===== src/rtl/bus_uart_periph.sv =====
// Memory-mapped 8N1 UART: TX byte register, RX FIFO, sticky status and RX interrupt
// in a 16-byte bus window with registered read data.
module bus_uart_periph #(
  parameter int unsigned       ADDR_W       = 32,
  parameter int unsigned       DATA_W       = 32,
  parameter logic [ADDR_W-1:0] BASE_ADDR    = 'h9000,
  parameter int unsigned       CLKS_PER_BIT = 434,
  parameter int unsigned       RX_DEPTH     = 16
) (
  input  logic              clk_i,
  input  logic              reset_i,
  input  logic [ADDR_W-1:0] address_i,
  input  logic              we_i,
  input  logic              rd_i,
  input  logic [DATA_W-1:0] data_i,
  output logic [DATA_W-1:0] rd_data_o,
  output logic              irq_o,
  input  logic              uart_rx_i,
  output logic              uart_tx_o
);
  localparam int unsigned PTR_W = $clog2(RX_DEPTH);
  localparam int unsigned CNT_W = $clog2(CLKS_PER_BIT);
  localparam logic [CNT_W-1:0] LAST = CNT_W'(CLKS_PER_BIT - 1);
  localparam logic [CNT_W-1:0] HALF = CNT_W'(CLKS_PER_BIT / 2 - 1);

  typedef enum logic [1:0] {S_IDLE, S_START, S_DATA, S_STOP} uart_state_e;

  logic       hit;
  logic [1:0] offset;
  logic       wr_tx, wr_stat, wr_ctrl, rd_rx;
  logic       unused_bits;

  assign hit         = address_i[ADDR_W-1:4] == BASE_ADDR[ADDR_W-1:4];
  assign offset      = address_i[3:2];
  assign wr_tx       = we_i & hit & (offset == 2'd0);
  assign wr_stat     = we_i & hit & (offset == 2'd2);
  assign wr_ctrl     = we_i & hit & (offset == 2'd3);
  assign rd_rx       = rd_i & hit & (offset == 2'd1);
  assign unused_bits = ^{address_i[1:0], data_i};

  // ---------------- TX ----------------
  uart_state_e      tx_state_q, tx_state_d;
  logic [CNT_W-1:0] tx_cnt_q, tx_cnt_d;
  logic [2:0]       tx_bit_q, tx_bit_d;
  logic [7:0]       tx_shift_q, tx_shift_d;
  logic             tx_busy;

  always_ff @(posedge clk_i or negedge reset_i) begin
    if (!reset_i) begin
      tx_state_q <= S_IDLE;
      tx_cnt_q   <= '0;
      tx_bit_q   <= '0;
      tx_shift_q <= '0;
    end else begin
      tx_state_q <= tx_state_d;
      tx_cnt_q   <= tx_cnt_d;
      tx_bit_q   <= tx_bit_d;
      tx_shift_q <= tx_shift_d;
    end
  end

  always_comb begin
    tx_state_d = tx_state_q;
    tx_cnt_d   = tx_cnt_q;
    tx_bit_d   = tx_bit_q;
    tx_shift_d = tx_shift_q;
    uart_tx_o  = 1'b1;
    case (tx_state_q)
      S_IDLE: begin
        if (wr_tx) begin
          tx_state_d = S_START;
          tx_cnt_d   = '0;
          tx_shift_d = data_i[7:0];
        end
      end
      S_START: begin
        uart_tx_o = 1'b0;
        if (tx_cnt_q == LAST) begin
          tx_state_d = S_DATA;
          tx_cnt_d   = '0;
          tx_bit_d   = '0;
        end else tx_cnt_d = tx_cnt_q + CNT_W'(1);
      end
      S_DATA: begin
        uart_tx_o = tx_shift_q[0];
        if (tx_cnt_q == LAST) begin
          tx_cnt_d   = '0;
          tx_shift_d = {1'b0, tx_shift_q[7:1]};
          if (tx_bit_q == 3'd7) tx_state_d = S_STOP;
          else tx_bit_d = tx_bit_q + 3'd1;
        end else tx_cnt_d = tx_cnt_q + CNT_W'(1);
      end
      S_STOP: begin
        if (tx_cnt_q == LAST) begin
          tx_state_d = S_IDLE;
          tx_cnt_d   = '0;
        end else tx_cnt_d = tx_cnt_q + CNT_W'(1);
      end
      default: tx_state_d = S_IDLE;
    endcase
  end

  assign tx_busy = tx_state_q != S_IDLE;

  // ---------------- RX ----------------
  uart_state_e      rx_state_q, rx_state_d;
  logic [CNT_W-1:0] rx_cnt_q, rx_cnt_d;
  logic [2:0]       rx_bit_q, rx_bit_d;
  logic [7:0]       rx_shift_q, rx_shift_d;
  logic [1:0]       rx_sync_q;
  logic             rx_prev_q, rx_s, rx_push, rx_ferr;

  assign rx_s = rx_sync_q[1];

  always_ff @(posedge clk_i or negedge reset_i) begin
    if (!reset_i) begin
      rx_sync_q  <= '1;
      rx_prev_q  <= 1'b1;
      rx_state_q <= S_IDLE;
      rx_cnt_q   <= '0;
      rx_bit_q   <= '0;
      rx_shift_q <= '0;
    end else begin
      rx_sync_q  <= {rx_sync_q[0], uart_rx_i};
      rx_prev_q  <= rx_s;
      rx_state_q <= rx_state_d;
      rx_cnt_q   <= rx_cnt_d;
      rx_bit_q   <= rx_bit_d;
      rx_shift_q <= rx_shift_d;
    end
  end

  always_comb begin
    rx_state_d = rx_state_q;
    rx_cnt_d   = rx_cnt_q;
    rx_bit_d   = rx_bit_q;
    rx_shift_d = rx_shift_q;
    rx_push    = 1'b0;
    rx_ferr    = 1'b0;
    case (rx_state_q)
      S_IDLE: begin
        if (rx_prev_q & ~rx_s) begin
          rx_state_d = S_START;
          rx_cnt_d   = '0;
        end
      end
      S_START: begin
        // mid-bit re-check rejects short low glitches
        if (rx_cnt_q == HALF) begin
          if (rx_s) rx_state_d = S_IDLE;
          else begin
            rx_state_d = S_DATA;
            rx_cnt_d   = '0;
            rx_bit_d   = '0;
          end
        end else rx_cnt_d = rx_cnt_q + CNT_W'(1);
      end
      S_DATA: begin
        if (rx_cnt_q == LAST) begin
          rx_cnt_d   = '0;
          rx_shift_d = {rx_s, rx_shift_q[7:1]};
          if (rx_bit_q == 3'd7) rx_state_d = S_STOP;
          else rx_bit_d = rx_bit_q + 3'd1;
        end else rx_cnt_d = rx_cnt_q + CNT_W'(1);
      end
      S_STOP: begin
        if (rx_cnt_q == LAST) begin
          rx_push    = rx_s;
          rx_ferr    = ~rx_s;
          rx_state_d = S_IDLE;
          rx_cnt_d   = '0;
        end else rx_cnt_d = rx_cnt_q + CNT_W'(1);
      end
      default: rx_state_d = S_IDLE;
    endcase
  end

  // ---------------- FIFO, status, bus ----------------
  logic [7:0]       rx_mem [RX_DEPTH];
  logic [PTR_W-1:0] wr_ptr_q, rd_ptr_q;
  logic [PTR_W:0]   rx_count_q;
  logic             full, nonempty, pop, push_ok, ovr_set;
  logic             overrun_q, frame_err_q, irq_en_q;
  logic [DATA_W-1:0] rd_val;

  assign full     = rx_count_q == (PTR_W+1)'(RX_DEPTH);
  assign nonempty = rx_count_q != '0;
  assign pop      = rd_rx & nonempty;
  assign push_ok  = rx_push & (~full | pop);
  assign ovr_set  = rx_push & full & ~pop;

  always_ff @(posedge clk_i) begin
    if (push_ok) rx_mem[wr_ptr_q] <= rx_shift_q;
  end

  always_ff @(posedge clk_i or negedge reset_i) begin
    if (!reset_i) begin
      wr_ptr_q    <= '0;
      rd_ptr_q    <= '0;
      rx_count_q  <= '0;
      overrun_q   <= 1'b0;
      frame_err_q <= 1'b0;
      irq_en_q    <= 1'b0;
      rd_data_o   <= '0;
    end else begin
      if (push_ok) wr_ptr_q <= wr_ptr_q + PTR_W'(1);
      if (pop)     rd_ptr_q <= rd_ptr_q + PTR_W'(1);
      case ({push_ok, pop})
        2'b10:   rx_count_q <= rx_count_q + (PTR_W+1)'(1);
        2'b01:   rx_count_q <= rx_count_q - (PTR_W+1)'(1);
        default: rx_count_q <= rx_count_q;
      endcase
      if (ovr_set)                     overrun_q <= 1'b1;
      else if (wr_stat && data_i[3])   overrun_q <= 1'b0;
      if (rx_ferr)                     frame_err_q <= 1'b1;
      else if (wr_stat && data_i[4])   frame_err_q <= 1'b0;
      if (wr_ctrl) irq_en_q <= data_i[0];
      if (rd_i)    rd_data_o <= rd_val;
    end
  end

  always_comb begin
    rd_val = '0;
    if (hit) begin
      case (offset)
        2'd1:    if (nonempty) rd_val[7:0] = rx_mem[rd_ptr_q];
        2'd2:    rd_val[4:0] = {frame_err_q, overrun_q, full, nonempty, tx_busy};
        2'd3:    rd_val[0] = irq_en_q;
        default: rd_val = '0;
      endcase
    end
  end

  assign irq_o = irq_en_q & nonempty;
endmodule


===== config.mk =====
export PLATFORM = sky130hd
export DESIGN_NAME = bus_uart_periph
export DESIGN_NICKNAME = d
export VERILOG_FILES = /design/src/rtl/bus_uart_periph.sv
export SDC_FILE = /design/constraint.sdc
export NUM_CORES = 1
export LEC_CHECK = 0
export ABC_AREA = 1
export BUFFER_PORTS_ARGS = -buffer_cell sky130_fd_sc_hd__buf_2
export CAP_MARGIN = 15
export CORE_ASPECT_RATIO = 1.5
export CORE_UTILIZATION = 35
export CTS_BUF_LIST = sky130_fd_sc_hd__clkbuf_8
export DETAILED_ROUTE_END_ITERATION = 10
export GPL_TIMING_DRIVEN = 0
export PLACE_DENSITY = 0.6
export SYNTH_ARGS = -nofsm -noshare
export SYNTH_HDL_FRONTEND = slang
export SYNTH_SLANG_ARGS = --single-unit

===== constraint.sdc =====
create_clock -name clk_i -period 8.78 [get_ports clk_i]
set_input_delay 1.317 -clock clk_i [delete_from_list [all_inputs] [get_ports clk_i]]
set_output_delay 1.317 -clock clk_i [all_outputs]
set_load 0.01 [all_outputs]

==> results of run 1 <==
==> registers in the layout, indices dropped and copies added (netlist names), 2 cells and up, named ones only <==
| signal | flops |
|---|---|
| rd_data_o | 8 |
| rd_ptr_q | 4 |
| rx_bit_q | 3 |
| rx_cnt_q | 9 |
| rx_count_q | 5 |
| rx_mem | 128 |
| rx_shift_q | 8 |
| rx_sync_q | 2 |
| tx_bit_q | 3 |
| tx_cnt_q | 9 |
| tx_shift_q | 8 |
| tx_state_q | 2 |
| wr_ptr_q | 4 |
==> metrics by stage <==
step	utilization (%)	power (uW)
final	40.1	1760
after global routing	40.1	1840
after floorplan	-	1170
after detailed placement	38.7	1220
after global placement	38.6	1210
after CTS	40.1	1770
==> placed cells by master, fill, tap and decap left out, types with 2 or more instances in the layout <==
| cell type | Yosys | routed |
|---|---|---|
| a21oi_1 | 11 | 11 |
| buf_1 | 5 | 5 |
| buf_2 | 10 | 61 |
| buf_4 | 26 | 27 |
| clkbuf_1 | 13 | 13 |
| clkbuf_8 | 0 | 17 |
| clkinv_1 | 2 | 2 |
| clkinv_4 | 0 | 4 |
| conb_1 | 1 | 24 |
| dfrtp_1 | 68 | 68 |
| dfstp_2 | 3 | 3 |
| edfxtp_1 | 128 | 128 |
| ha_1 | 27 | 27 |
| inv_1 | 115 | 116 |
| inv_6 | 0 | 3 |
| inv_8 | 0 | 5 |
| mux2_2 | 8 | 8 |
| nand2_1 | 318 | 318 |
| nand2_2 | 3 | 3 |
| nand3_1 | 110 | 110 |
| nand3_2 | 2 | 2 |
| nand3b_1 | 5 | 5 |
| nand4_1 | 11 | 11 |
| nor2_1 | 108 | 108 |
| nor2_2 | 2 | 2 |
| nor3_1 | 7 | 7 |
| o211ai_1 | 10 | 10 |
| o21ai_0 | 43 | 43 |
| o22ai_1 | 4 | 4 |
| xnor2_1 | 4 | 4 |
| xor2_1 | 14 | 14 |
==> layer usage <==
| layer | GRT usage (%) | share of wire [%] |
|---|---|---|
| met1 | 17.8 | 39 |
| met2 | 33.8 | 55 |
| met3 | 2.38 | 3.6 |
| met4 | 6.42 | 2.5 |
| met5 | 0 | 0 |
==> worst max-delay path by stage <==
stage | start | to | slack [ns] | depth (start not counted)
floorplan | address_i[31] | rx_count_q[4]$_DFFE_PN0P_ | 5.02 | 19
global placement | address_i[4] | rx_count_q[4]$_DFFE_PN0P_ | 4.40 | 20
detailed placement | address_i[4] | rx_count_q[4]$_DFFE_PN0P_ | 4.36 | 20
CTS | address_i[4] | rx_count_q[4]$_DFFE_PN0P_ | 4.85 | 20
global route | address_i[29] | rx_count_q[4]$_DFFE_PN0P_ | 4.45 | 21
finish | address_i[4] | rx_count_q[4]$_DFFE_PN0P_ | 4.86 | 20
==> kinds of logic (layout without fill, tap and decap cells) <==
| family | count (synthesis) | count (layout) | synth area share, % |
|---|---|---|---|
| muxes | 8 | 8 | 0.922 |
| xor gates and xnor gates | 18 | 18 | 1.61 |
| other | 1 | 24 | 0.0384 |
| buffers and inverters | 172 | 257 | 7.73 |
| and+or+nand+nor | 571 | 571 | 24.5 |
| DFF | 199 | 199 | 57.5 |
| AOI/OAI and AO/OA | 73 | 73 | 4.19 |
| adders and majority gates | 27 | 27 | 3.46 |
==> power by group <==
| group | switching, uW | internal, uW |
|---|---|---|
| logic | 105 | 56.7 |
| clock network | 353 | 208 |
| registers | 21.0 | 1020 |
==> worst reg2reg max path, cell delays in order, from the launching register on <==
cell	delay (ns)
dfrtp_1	0.40
inv_1	0.10
ha_1	0.15
nand2_1	0.05
nor3_1	0.17
nand2_2	0.19
nor4_4	0.48
nand2_1	0.29
ha_1	0.25
buf_2	0.16
xor2_1	0.19
ha_1	0.17
inv_1	0.03
nand2_1	0.08
nand2_1	0.07
o21ai_0	0.27
a21oi_1	0.13
o211ai_1	0.11
nand2_1	0.07
==> final cells by class <==
class / count / area, sq um / share of cell area [%]
buffer: 54 / 313 / 2.86
clock buffer: 17 / 234 / 2.14
clock inverter: 15 / 134 / 1.22
inverter: 118 / 443 / 4.05
multi-input combinational: 721 / 3480 / 31.8
sequential: 199 / 5620 / 51.4
tap: 342 / 428 / 3.91
timing repair buffer: 53 / 290 / 2.65
==> impl_metrics.tcl, run 1 <==
set metrics [dict create \
    synth_top_cells_by_area "edfxtp_1 39%, dfrtp_1 17%, nand2_1 12%" \
    num_rows 74 \
    dp_hpwl_microns 16500 \
    fill_cells 2706 \
    grt_max_degree 51 \
    max_freq_mhz 255 \
    tns_ns 0 \
    ys.warnings.count 0 \
    cp_top_family "simple AND/OR/NAND/NOR gates" \
    cts_tree "built" \
    finalNetCount 1260 \
    dr.first_iter.drc_count 607 \
    syn-cell-area_sq_mm 0.00977 \
    crit_type "input pin to flip-flop" \
    io-pin-count 103 \
    cts_resized 0 \
    drv_cap 0 \
    place_area_sq_mm 0.0106 \
    wire_per_inst_microns 15.4 \
    antenna_cells 0 \
    avgSynthCellArea_sq_um 9.14 \
    ir_drop_uv 89.3 \
    pre_cts_ws_ns 4.36 \
    drive_above_1_share_pct 12.1 \
    stdcell_count 1519 \
    status "complete, but fails checks" \
    finalHoldViolations 0 \
    grt_overflow 0 \
    synth_ff_type "edfxtp_1" \
    start_util_pct 35.8 \
    worst-path-buf-inv 3 \
    netlist.area_leader.share_pct 39.3 \
    clkTransAtPathRegs_ns 0.10 \
    async_reset_ff_share_pct 35.7 \
    hold_depth 0 \
    worstHoldEndpoint "rx_sync_q[1]$_DFF_PN1_" \
    cp.arrival_ns 4.28 \
    die_w_microns 138 \
    power_density_mw_per_mm2 161 \
    synth_area_leader_cell "edfxtp_1" \
    holdWs_ns 0.371 \
    cp-end-kind "flip-flop" \
    grt_pass1_wl_microns 36900 \
    clock_latency_ns 0.49 \
    synth_common_cells "318 x nand2_1, 128 x edfxtp_1, 115 x inv_1" \
    synth_cells 1069 \
    synth_cell_types 38 \
    worstHoldStart "rx_sync_q[0]$_DFF_PN1_" \
    vias 7293 \
    areaGrowthSynthToFinish_pct 12.0 \
    timing.slew.headroom_pct 25.6 \
    cp_cell_sequence "buf_2 > nor2_1 > nand2_1 > nor2_1 > nand2_1 > nor2_1 > nand3_2 > nand2_2 > nand2_1 > ha_1 > buf_2 > xor2_1 > ha_1 > inv_1 > nand2_1 > nand2_1 > o21ai_0 > a21oi_1 > o211ai_1 > nand2_1" \
    drv_slew 0 \
    rrSetupSlack_ns 5.30 \
    finalInstanceArea_sq_mm 0.0109 \
    fin_ws_ns 4.86 \
    core-area_sq_mm 0.0273 \
    critPathLaunchType "input pin" \
    place_congestion 0.855 \
    rsz0062_at_grt "no" \
    cts_hold_buf 0 \
    cts_setup_buffers 0 \
    worstReg2RegStart "rx_cnt_q[1]$_DFFE_PN0P_" \
    worst_path_max_delay_cell "nor2_1" \
    port_buffers 52 \
    via_per_inst 4.80 \
    cts_buffers 17 \
    routed_wl_microns 23400 \
    dieArea_sq_mm 0.0286 \
    path_max_fanout 9 \
    cts_root_buf "clkbuf_8" \
    fin_skew_ns 0.0208 \
    postRouteAntennaNets 0 \
    violations "design-rule violations" \
    yosysSeqAreaShare_pct 57.5 \
    track_usage_pct 16.9 \
    antenna_found_initial 0 \
    reg2reg_depth 18 \
    cpPeakStageDelay_ns 0.30 \
    drc 12 \
    clk_path_buf_depth 2 \
    dr.pass1.iters 8 \
    crit_top_cell "nand2_1" \
    first_global_vias 7076 \
    yosysMostFrequentCell "nand2_1" \
    ys_seq_elements 199 \
    cellLeakagePower_uw 0.00501 \
    r2r_end "rx_count_q[4]$_DFFE_PN0P_" \
    setup_violations 0 \
    worst_slew_pin_slew_ns 1.11 \
    fin_crit_sh_pct 44.6 \
    synth_edf_count 128 \
    htreeDepth 4 \
    placedCellCount 1487 \
    clock_sinks 199 \
    worstPathRequired_ns 9.14 \
    worstHoldPathType "flip-flop to flip-flop" \
    die_h_microns 207 \
    min_period_ns 3.92 \
]
(Power assumes the default switching activity.)
==> run 2, diff against run 1 <==
--- a/config.mk
+++ b/config.mk
@@ -13,7 +13,7 @@
 export CTS_BUF_LIST = sky130_fd_sc_hd__clkbuf_8
 export DETAILED_ROUTE_END_ITERATION = 10
 export GPL_TIMING_DRIVEN = 0
-export PLACE_DENSITY = 0.6
+export PLACE_DENSITY = 0.62
 export SYNTH_ARGS = -nofsm -noshare
 export SYNTH_HDL_FRONTEND = slang
 export SYNTH_SLANG_ARGS = --single-unit
==> constraint.sdc (replaced) <==
create_clock -name clk_i -period 3.3 [get_ports clk_i]
set_input_delay 0.495 -clock clk_i [delete_from_list [all_inputs] [get_ports clk_i]]
set_output_delay 0.495 -clock clk_i [all_outputs]
set_load 0.01 [all_outputs]
==> impl_metrics.tcl, run 2 (synthesized netlist as in run 1, its figures left out) <==
set metrics [dict create \
    status "complete, but fails checks" \
    violations "design-rule violations" \
    num_rows 74 \
    fin_crit_sh_pct 87.6 \
    io-pin-count 103 \
    clock_sinks 199 \
    ir_drop_uv 235 \
    htreeDepth 4 \
    cts_tree "built" \
    areaGrowthSynthToFinish_pct 13.1 \
    final_common_cell "nand2_1" \
    cpPeakStageDelay_ns 0.44 \
    die_w_microns 138 \
    worst_path_max_delay_cell "dfrtp_1" \
    cp_cell_sequence "nor2_1 > nand4_1 > nand2_1 > inv_1 > nand3_4 > nand2_4 > nand2_2 > ha_1 > buf_2 > xor2_1 > ha_1 > inv_1 > nand2_1 > nand2_1 > o21ai_2 > a21oi_1 > o211ai_1 > nand2_1" \
    crit_top_cell "nand2_1" \
    mostFrequentLayoutCells "317 x nand2_1, 128 x edfxtp_1, 115 x inv_1" \
    path_max_fanout 9 \
    dr.pass1.iters 10 \
    routed_wl_microns 22800 \
    stdcell_count 1527 \
    clkTransAtPathRegs_ns 0.11 \
    cts_buffers 17 \
    regMostFlops "rx_mem" \
    worst-path-buf-inv 3 \
    grt_pass1_wl_microns 36500 \
    rrSetupSlack_ns 0.41 \
    biggestRegsByFlops "rx_mem x128, rx_cnt_q x9, tx_cnt_q x9" \
    core-area_sq_mm 0.0273 \
    first_global_vias 6981 \
    fin_skew_ns 0.0217 \
    clk_path_buf_depth 2 \
    grt_max_degree 51 \
    cellLeakagePower_uw 0.00505 \
    worstPathRequired_ns 3.67 \
    crit_type "flip-flop to flip-flop" \
    fill_cells 2684 \
    antenna_found_initial 0 \
    cp_top_family "simple AND/OR/NAND/NOR gates" \
    worstHoldPathType "input pin to flip-flop" \
    placedCellCount 1487 \
    place_area_sq_mm 0.0106 \
    power_density_mw_per_mm2 429 \
    max_freq_mhz 346 \
    critPathLaunchType "flip-flop" \
    drive_above_1_share_pct 12.8 \
    wire_per_inst_microns 15.0 \
    antenna_cells 0 \
    cp-end-kind "flip-flop" \
    drv_cap 0 \
    start_util_pct 35.8 \
    cts_root_buf "clkbuf_8" \
    grt_overflow 0 \
    dp_hpwl_microns 16300 \
    setup_violations 0 \
    clock_latency_ns 0.47 \
    via_per_inst 4.75 \
    rsz0062_at_grt "no" \
    dieArea_sq_mm 0.0286 \
    port_buffers 52 \
    die_h_microns 207 \
    track_usage_pct 16.5 \
    timing.slew.headroom_pct 28.9 \
    largest_reg_flops 128 \
    finalHoldViolations 0 \
    drv_slew 0 \
    postRouteAntennaNets 0 \
    min_period_ns 2.89 \
    vias 7246 \
    finalInstanceArea_sq_mm 0.0110 \
    dr.first_iter.drc_count 539 \
    cp.arrival_ns 3.26 \
    finalNetCount 1268 \
    worst_slew_pin_slew_ns 1.06 \
    drc 8 \
    place_congestion 0.905 \
]
-- run 2: where the power goes --
group / switching (uW) / total (uW) / internal [uW]
Combinational: 278 / 428 / 150
Clock: 923 / 1550 / 629
Sequential: 54.7 / 2760 / 2700
-- run 2: worst paths after layout --
kind                       cells past startpoint                      start                        end
setup / recovery                              18  rx_count_q[3]$_DFFE_PN0P_  rx_count_q[4]$_DFFE_PN0P_
hold / removal                                 1                  uart_rx_i     rx_sync_q[0]$_DFF_PN1_
setup reg to reg                              18  rx_count_q[3]$_DFFE_PN0P_  rx_count_q[4]$_DFFE_PN0P_
hold reg to reg                                0     rx_sync_q[0]$_DFF_PN1_     rx_sync_q[1]$_DFF_PN1_
max in group asynchronous                      3                    reset_i     rx_sync_q[1]$_DFF_PN1_
min in group asynchronous                      2                    reset_i  tx_shift_q[6]$_DFFE_PN0P_
-- run 2: metrics by stage --
step                utilization [%]  hold WS [ns]  setup TNS (ns)  worst slack, ns  total power, uW
finish                         40.5         0.117               0            0.410             4740
CTS                            40.2        0.0873               0           0.0377             4770
detailed placement             38.7         0.348          -0.438           -0.407             3240
floorplan                         -         0.199               0            0.355             3110
global placement               38.6         0.346          -0.349           -0.349             3230
global route                   40.5        0.0810               0           0.0108             4940
-- run 2: final cells by class --
type	instances	area, sq um	area share (%)
buffer	54	313	2.83
clock buffer	17	234	2.12
clock inverter	15	156	1.42
inverter	118	443	4.01
multi-input combinational	721	3500	31.7
sequential	199	5620	50.9
tap	342	428	3.87
timing repair buffer	61	353	3.19
-- run 2: what timing repair did --
action,4_1_cts,5_1_grt
hold endpoints to repair,21,0
endpoints found under the setup margin,1,17
resized for setup,1,4
hold buffers,1,0
pin swaps,1,3
buffers inserted,1,6
-- run 2: metal layers --
layer  vias to the layer above  global-route usage, %  routed length [microns]
met5                         -                      0                        0
met4                         0                   5.42                      449
met3                        35                   2.58                     1060
met2                       180                   32.2                    12400
met1                      3387                   18.2                     8900
li1                       3644                      -                        -
==> run 3, diff against run 2 <==
--- a/config.mk
+++ b/config.mk
@@ -13,7 +13,7 @@
 export CTS_BUF_LIST = sky130_fd_sc_hd__clkbuf_8
 export DETAILED_ROUTE_END_ITERATION = 10
 export GPL_TIMING_DRIVEN = 0
-export PLACE_DENSITY = 0.62
+export PLACE_DENSITY = 0.6
 export SYNTH_ARGS = -nofsm -noshare
 export SYNTH_HDL_FRONTEND = slang
 export SYNTH_SLANG_ARGS = --single-unit
==> constraint.sdc (replaced) <==
create_clock -name clk_i -period 3.1 [get_ports clk_i]
set_input_delay 0.465 -clock clk_i [delete_from_list [all_inputs] [get_ports clk_i]]
set_output_delay 0.465 -clock clk_i [all_outputs]
set_load 0.01 [all_outputs]
==> impl_metrics.tcl, run 3 (synthesized netlist as in run 1, its figures left out) <==
set metrics [dict create \
    regMostFlops "rx_mem" \
    die_h_microns 207 \
    cp-end-kind "flip-flop" \
    cts_tree "built" \
    worstPathRequired_ns 3.20 \
    cp_cell_sequence "inv_1 > ha_1 > nand2_1 > nor3_1 > nand2_2 > nor4_4 > buf_4 > nand3_1 > nor2_1" \
    status "complete, but fails checks" \
    worst_slew_pin_slew_ns 1.11 \
    htreeDepth 4 \
    fin_crit_sh_pct 91.7 \
    max_freq_mhz 352 \
    grt_max_degree 51 \
    via_per_inst 4.81 \
    start_util_pct 35.8 \
    mostFrequentLayoutCells "317 x nand2_1, 128 x edfxtp_1, 115 x inv_1" \
    clock_latency_ns 0.49 \
    finalHoldViolations 0 \
    cpPeakStageDelay_ns 0.86 \
    grt_overflow 0 \
    dr.pass1.iters 8 \
    cp-startpoint "rx_cnt_q[1]$_DFFE_PN0P_" \
    vias 7328 \
    stdcell_count 1524 \
    wire_per_inst_microns 15.5 \
    tns_ns 0 \
    io-pin-count 103 \
    antenna_cells 0 \
    critPathLaunchType "flip-flop" \
    core-area_sq_mm 0.0273 \
    antenna_found_initial 0 \
    dp_hpwl_microns 16500 \
    setup_violations 0 \
    final_common_cell "nand2_1" \
    finalNetCount 1265 \
    power_density_mw_per_mm2 453 \
    ir_drop_uv 254 \
    drv_slew 0 \
    timing.slew.headroom_pct 25.8 \
    min_period_ns 2.84 \
    cts_root_buf "clkbuf_8" \
    place_congestion 0.855 \
    cp.arrival_ns 2.95 \
    dieArea_sq_mm 0.0286 \
    worst_path_max_delay_cell "nor2_1" \
    die_w_microns 138 \
    largest_reg_flops 128 \
    num_rows 74 \
    rsz0062_at_grt "no" \
    grt_pass1_wl_microns 37000 \
    crit_type "flip-flop to flip-flop" \
    worstHoldStart "uart_rx_i" \
    clkTransAtPathRegs_ns 0.10 \
    areaGrowthSynthToFinish_pct 12.7 \
    placedCellCount 1487 \
    routed_wl_microns 23600 \
    fin_skew_ns 0.0198 \
    holdWs_ns 0.0742 \
    first_global_vias 7094 \
    port_buffers 52 \
    track_usage_pct 17.0 \
    dr.first_iter.drc_count 632 \
    biggestRegsByFlops "rx_mem x128, rx_cnt_q x9, tx_cnt_q x9" \
    drv_cap 0 \
    worstHoldPathType "input pin to flip-flop" \
    postRouteAntennaNets 0 \
    drive_above_1_share_pct 12.8 \
    clk_path_buf_depth 2 \
    clock_sinks 199 \
    path_max_fanout 9 \
    cts_buffers 17 \
    violations "design-rule violations" \
    cellLeakagePower_uw 0.00504 \
    drc 12 \
    worstReg2RegStart "rx_cnt_q[1]$_DFFE_PN0P_" \
]
-- run 3: layer usage --
metal | up-vias | GRT usage (%) | wire (microns)
li1 | 3635 | - | -
met1 | 3474 | 17.9 | 9080
met2 | 175 | 33.9 | 13000
met3 | 44 | 2.38 | 910
met4 | 0 | 6.42 | 576
met5 | - | 0 | 0
-- run 3: worst max-delay path, delay by kind of cell (launching register included) --
family	cells	cell delay [ns]
and+or+nand+nor	6	1.57
buffers and inverters	2	0.33
adders and majority gates	1	0.15
DFF	1	0.40
-- run 3: timing repair --
item / in CTS / in global routing
hold buffers: 1 / 0
buffers inserted: 2 / 2
setup endpoints to repair: 3 / 2
resized for setup: 2 / 6
pin swaps: 2 / 3
endpoints found under the hold margin: 21 / 0
-- run 3: metrics by stage --
| step | utilization, % | total power, uW | worst slack (ns) | instance area (sq um) |
|---|---|---|---|---|
| 2_1_floorplan | - | 3310 | 0.155 | 9860 |
| 3_3_place_gp | 38.6 | 3440 | -0.427 | 10500 |
| 3_5_place_dp | 38.7 | 3450 | -0.463 | 10600 |
| 4_1_cts | 40.2 | 5020 | 0.0195 | 11000 |
| 5_1_grt | 40.3 | 5210 | 0.0363 | 11000 |
| 6_report | 40.3 | 4980 | 0.258 | 11000 |
-- run 3: path summary, 6_finish.rpt --
check | endpoint | slack [ns] | cells past startpoint
min in group asynchronous | tx_shift_q[6]$_DFFE_PN0P_ | 0.41 | 2
worst max-delay path | rx_mem[4][5]$_DFFE_PP_ | 0.26 | 9
max in group asynchronous | rx_sync_q[1]$_DFF_PN1_ | 2.08 | 3
worst max register to register | rx_mem[4][5]$_DFFE_PP_ | 0.26 | 9
worst min register to register | rx_sync_q[1]$_DFF_PN1_ | 0.37 | 0
worst min-delay path | rx_sync_q[0]$_DFF_PN1_ | 0.07 | 1
-- run 3: layout make-up --
cell class,instances,area [sq um]
repair buffers,58,330
clock inverters,15,134
flip-flops and latches,199,5620
multi-input cells,721,3510
plain buffers,54,313
fillers,2700,16300
clock buffers,17,234
well taps,342,428
inverters,118,443
-- run 3: report_power, final --
part,switching [uW],total (uW),internal [uW]
Sequential,59.2,2940,2880
Combinational,295,456,161
Clock,1000,1590,589
Total,1360,4980,3630
